## src/rtl/onchip_mem_rr_arbiter.sv

```systemverilog
// Round-robin arbiter sharing a single-port on-chip RAM (read latency 1) between two Avalon-MM requesters.
// Commands are registered onto the memory port; read data returns to the tagged requester 3 cycles after acceptance.
module onchip_mem_rr_arbiter #(
    parameter int unsigned ADDR_W = 10,
    parameter int unsigned DATA_W = 16,
    parameter int unsigned BE_W   = 2
) (
    input  logic              clk,
    input  logic              reset,

    input  logic [ADDR_W-1:0] m0_address,
    input  logic              m0_read,
    input  logic              m0_write,
    input  logic [DATA_W-1:0] m0_writedata,
    input  logic [BE_W-1:0]   m0_byteenable,
    output logic              m0_waitrequest,
    output logic [DATA_W-1:0] m0_readdata,
    output logic              m0_readdatavalid,

    input  logic [ADDR_W-1:0] m1_address,
    input  logic              m1_read,
    input  logic              m1_write,
    input  logic [DATA_W-1:0] m1_writedata,
    input  logic [BE_W-1:0]   m1_byteenable,
    output logic              m1_waitrequest,
    output logic [DATA_W-1:0] m1_readdata,
    output logic              m1_readdatavalid,

    output logic [ADDR_W-1:0] mem_address,
    output logic              mem_clken,
    output logic              mem_chipselect,
    output logic              mem_write,
    output logic [DATA_W-1:0] mem_writedata,
    output logic [BE_W-1:0]   mem_byteenable,
    input  logic [DATA_W-1:0] mem_readdata
);

    logic              req0_c;
    logic              req1_c;
    logic              gnt_valid_c;
    logic              gnt_id_c;
    logic              last_grant;

    logic [ADDR_W-1:0] sel_address_c;
    logic              sel_read_c;
    logic              sel_write_c;
    logic [DATA_W-1:0] sel_writedata_c;
    logic [BE_W-1:0]   sel_byteenable_c;

    // Tag pipeline: stage 0 covers the memory command cycle, stage 1 the memory data cycle.
    logic [1:0]        tag_valid;
    logic [1:0]        tag_id;

    // Round-robin grant: on contention the requester that did not win last time goes first.
    always_comb begin
        req0_c      = m0_read | m0_write;
        req1_c      = m1_read | m1_write;
        gnt_valid_c = req0_c | req1_c;
        gnt_id_c    = 1'b0;
        if (req0_c && req1_c) begin
            gnt_id_c = ~last_grant;
        end else if (req1_c) begin
            gnt_id_c = 1'b1;
        end
    end

    assign m0_waitrequest = reset | ~(gnt_valid_c & ~gnt_id_c);
    assign m1_waitrequest = reset | ~(gnt_valid_c &  gnt_id_c);

    always_comb begin
        sel_address_c    = m0_address;
        sel_read_c       = m0_read;
        sel_write_c      = m0_write;
        sel_writedata_c  = m0_writedata;
        sel_byteenable_c = m0_byteenable;
        if (gnt_id_c) begin
            sel_address_c    = m1_address;
            sel_read_c       = m1_read;
            sel_write_c      = m1_write;
            sel_writedata_c  = m1_writedata;
            sel_byteenable_c = m1_byteenable;
        end
    end

    always_ff @(posedge clk) begin
        if (reset) begin
            last_grant       <= 1'b1;
            mem_address      <= '0;
            mem_clken        <= 1'b1;
            mem_chipselect   <= 1'b0;
            mem_write        <= 1'b0;
            mem_writedata    <= '0;
            mem_byteenable   <= '0;
            tag_valid        <= 2'b00;
            tag_id           <= 2'b00;
            m0_readdata      <= '0;
            m0_readdatavalid <= 1'b0;
            m1_readdata      <= '0;
            m1_readdatavalid <= 1'b0;
        end else begin
            mem_clken <= 1'b1;

            // Idle cycles drop chipselect but keep the last address/data on the bus.
            mem_chipselect <= gnt_valid_c;
            mem_write      <= gnt_valid_c & sel_write_c;
            if (gnt_valid_c) begin
                last_grant     <= gnt_id_c;
                mem_address    <= sel_address_c;
                mem_writedata  <= sel_writedata_c;
                mem_byteenable <= sel_byteenable_c;
            end

            // A read issued together with a write is dropped, so it carries no tag.
            tag_valid[0] <= gnt_valid_c & sel_read_c & ~sel_write_c;
            tag_id[0]    <= gnt_id_c;
            tag_valid[1] <= tag_valid[0];
            tag_id[1]    <= tag_id[0];

            m0_readdatavalid <= tag_valid[1] & ~tag_id[1];
            m1_readdatavalid <= tag_valid[1] &  tag_id[1];
            if (tag_valid[1] && !tag_id[1]) begin
                m0_readdata <= mem_readdata;
            end
            if (tag_valid[1] && tag_id[1]) begin
                m1_readdata <= mem_readdata;
            end
        end
    end

endmodule

```

## config.mk

```make
export PLATFORM = sky130hd
export DESIGN_NAME = onchip_mem_rr_arbiter
export DESIGN_NICKNAME = d
export VERILOG_FILES = /design/src/rtl/onchip_mem_rr_arbiter.sv
export SDC_FILE = /design/constraint.sdc
export NUM_CORES = 1
export LEC_CHECK = 0
export CAP_MARGIN = 20
export CORE_MARGIN = 2
export CORE_UTILIZATION = 40
export CTS_BUF_LIST = sky130_fd_sc_hd__clkbuf_16
export DETAILED_ROUTE_END_ITERATION = 10
export PLACE_DENSITY = 0.85
export RECOVER_POWER = 100
export SLEW_MARGIN = 10
export SYNTH_ARGS = -nofsm -noshare
export SYNTH_HDL_FRONTEND = slang
export SYNTH_SLANG_ARGS = --single-unit
```

## constraint.sdc

```tcl
create_clock -name clk -period 1.8 [get_ports clk]
set_input_delay 0.36 -clock clk [delete_from_list [all_inputs] [get_ports clk]]
set_output_delay 0.36 -clock clk [all_outputs]
set_load 0.02 [all_outputs]
```

==> impl_metrics.csv <==
group,metric,value,unit
run_status,status,"finished clean",
routing,via_per_inst,5.25,
sta,fmax,579,MHz
sta,report.final.slew_viol_count,0,
yosys,yosys_warnings,0,
sta,finalSetupViolCount,0,
yosys,synth_area_leaders,"dfxtp_1 47%, a221o_1 9.6%, nor4bb_1 9.6%, nand2_1 8.6%, nor3b_1 7.2%",
routing,vias,2890,
cells_and_area,finalInstanceArea,4690,um^2
cts,clk_path_buf_depth,2,
critical_path,worst_setup_path_start_kind,"register",
yosys,syn_area,2920,um^2
yosys,synth.distinct_cells,28,
place,place.gp.congestion,0.876,
yosys,synth_compound_area_frac,0.168,
critical_path,crit_family,"buffers and inverters",
sta,clock-skew-final,0.00689,ns
critical_path,crit_cells,1,
cts,cts_buffers,9,
cts,clockRootBuffer,"clkbuf_16",
cts,clock_latency,0.33,ns
global_routing,grt_pass1_vias,2789,
yosys,yosysSeqAreaShare,0.474,
floorplan,coreArea,7140,um^2
critical_path,worstPathRequired,1.44,ns
routing,dr.pass1.iters,4,
global_routing,grtUsageTotal,0.216,
yosys,avgSynthCellArea,9.34,um^2
cts,clk_transition_reported_paths,0.06,ns
critical_path,critPathCaptureType,"primary output",
routing,remaining_drc_errors,0,
cts,tritoncts,"yes",
routing,first_iter_violations,78,
cts,cts_setup_buffers,0,
global_routing,grt_max_degree,59,
floorplan,ios,145,
yosys,synthesis.instances,312,
cells_and_area,areaGrowthSynthToFinish,60.9,%
critical_path,startpoint,"mem_writedata[14]$_SDFFE_PP0N_",
yosys,synth_area_leader_cell,"dfxtp_1",
power_and_ir_drop,leakage,1.87,nW
routing,avgRoutedWirePerCell,15.6,um
global_routing,grt_overflow,0,
critical_path,crit_type,"reg2out",
yosys,synth-simple-area-share,0.292,
floorplan,die-area,7990,um^2
global_routing,grt_first_pass_wirelength,13200,um
place,dp_hpwl,6070,um
place,portBuffers,143,
critical_path,cp.arrival,1.37,ns
cells_and_area,instances_no_fill,551,
critical_path,worstRegToRegCells,3,
sta,slew_headroom,0.429,
yosys,synth_fa_ha_area_frac,0,
floorplan,start_util,0.408,
cts,cts_num_sinks,69,
critical_path,cpMaxStageDelayCell,"dlygate4sd3_1",
critical_path,crit_chain,"dlygate4sd3_1",
routing,wl,8600,um
sta,tightest_slew,0.856,ns
floorplan,fp.dieW,89.4,um
sta,hold_viol_final,0,
power_and_ir_drop,ir_worst_vdd,507,uV
min_path,min_delay_path_depth,1,
min_path,worstHoldStart,"tag_valid[0]$_SDFF_PP0_",
cells_and_area,nets,525,
yosys,synth_top_family_by_area,"simple AND/OR/NAND/NOR gates",
place,place_inst,535,
yosys,yosysTopAreaCellShare,0.474,
cells_and_area,drive_gt1_frac,0.0841,
yosys,synthesis.nets,390,
routing,postRouteAntennaNets,0,
sta,fin_crit,1.73,ns
sta,rsz0062_at_grt,"no",
min_path,min_path_type,"reg2reg",
sta,period_share,0.960,
global_routing,antenna_found_initial,0,
yosys,muxShareOfSynthArea,0,
floorplan,rows,31,
cells_and_area,diodes,0,
yosys,ys_seq_elements,69,
power_and_ir_drop,power.total,4.09,mW
critical_path,r2r_start,"tag_id[1]$_SDFF_PP0_",
cells_and_area,fin_util,0.657,
place,dpl_cell_area,4410,um^2
cts,cts-hold-fix-buffers,0,
critical_path,slowest_delay,0.69,ns
floorplan,die_h,89.4,um
yosys,synthXorXnorAreaFrac,0,
sta,fin_ws,0.0718,ns
critical_path,path_buf_inv,1,
cts,cts_max_level,3,
power_and_ir_drop,powerDensity,872,nW/um^2
critical_path,crit_path_max_fanout,2,
place,place_worst_setup_slack,-0.712,ns
run,max_cap_viol_count,0,
[cells in the mapped netlist (all sizes together)]
master,number
dfxtp,69
nand2,67
a21oi,34
a221o,28
nor3b,28
nor4bb,28
buf,17
clkbuf,16
nor2,5
nor2b,5
inv,2
nand2b,2
o21ai,2
a21boi,1
a311oi,1
a31oi,1
and2,1
conb,1
nand3,1
nor4,1
o21bai,1
or2,1
[cell usage in the layout, fill, tap and decap left out, types with 2 or more instances in the layout]
master           count
clkdlybuf4s50_1     74
buf_4               12
clkbuf_2             3
nand2_1             67
dfxtp_1             69
a21oi_1             34
dlygate4sd2_1        3
nor2_1               4
nand2b_1             2
inv_1                2
clkbuf_16            9
nor4bb_1            28
nor3b_1             28
clkinv_4             2
o21ai_2              2
clkinv_2             3
nor2b_1              4
a221o_1             28
dlygate4sd3_1       62
[cell families (layout without fill, tap and decap cells)]
kind of cell / after synthesis / in the layout
AND/OR/NAND/NOR: 139 / 139
flip-flops: 69 / 69
AO/OA/AOI/OAI: 68 / 68
buffers and inverters: 35 / 175
other: 1 / 1
[state kept, by name (all words and copies together), names as in the netlist, 2 cells and up]
| signal | count |
|---|---|
| mem_byteenable | 2 |
| tag_id | 2 |
| mem_address | 10 |
| m1_readdata | 16 |
| tag_valid | 2 |
| m0_readdata | 16 |
| mem_writedata | 16 |
[per-stage QoR]
| step | hold slack (ns) | TNS, ns |
|---|---|---|
| 2_1_floorplan | 0.414 | 0 |
| 3_3_place_gp | 0.417 | -19.98 |
| 3_5_place_dp | 0.423 | -20.62 |
| 4_1_cts | 0.336 | 0 |
| 5_1_grt | 0.464 | 0 |
| 6_report | 0.450 | 0 |
[area by class of cell]
cell class	count	area [um^2]
clock buffer	9	225
fill	597	2440
inverter	2	7.51
clock inverter	7	66.3
timing repair buffer	157	1530
tap	99	124
multi-input combinational	208	1360
sequential	69	1380
[path summary, 6_finish.rpt]
kind                                   to  slack [ns]
min reg2reg       tag_valid[1]$_SDFF_PP0_        0.45
min               tag_valid[1]$_SDFF_PP0_        0.45
max reg2reg  m1_readdata[15]$_SDFFE_PP0P_        0.33
max                     mem_writedata[14]        0.07
[report_power, final]
group / leakage (nW) / total [mW] / switching [mW] / internal, mW
combinational: 1.16 / 0.723 / 0.332 / 0.391
clock: 0.147 / 1.70 / 0.641 / 1.06
sequential: 0.566 / 1.66 / 0.0474 / 1.62
[timing repair]
action	CTS	global route
pin swaps	1	0
endpoints found under the setup margin	30	1
resized for setup	14	1
[routing by layer]
| layer | global-route usage | vias up | wire length [um] |
|---|---|---|---|
| met5 | 0 | - | 0 |
| met4 | 0.102 | 0 | 181 |
| met3 | 0.0794 | 17 | 834 |
| met2 | 0.378 | 141 | 4150 |
| met1 | 0.229 | 1336 | 3440 |
| li1 | - | 1396 | - |
(Power assumes the default switching activity.)
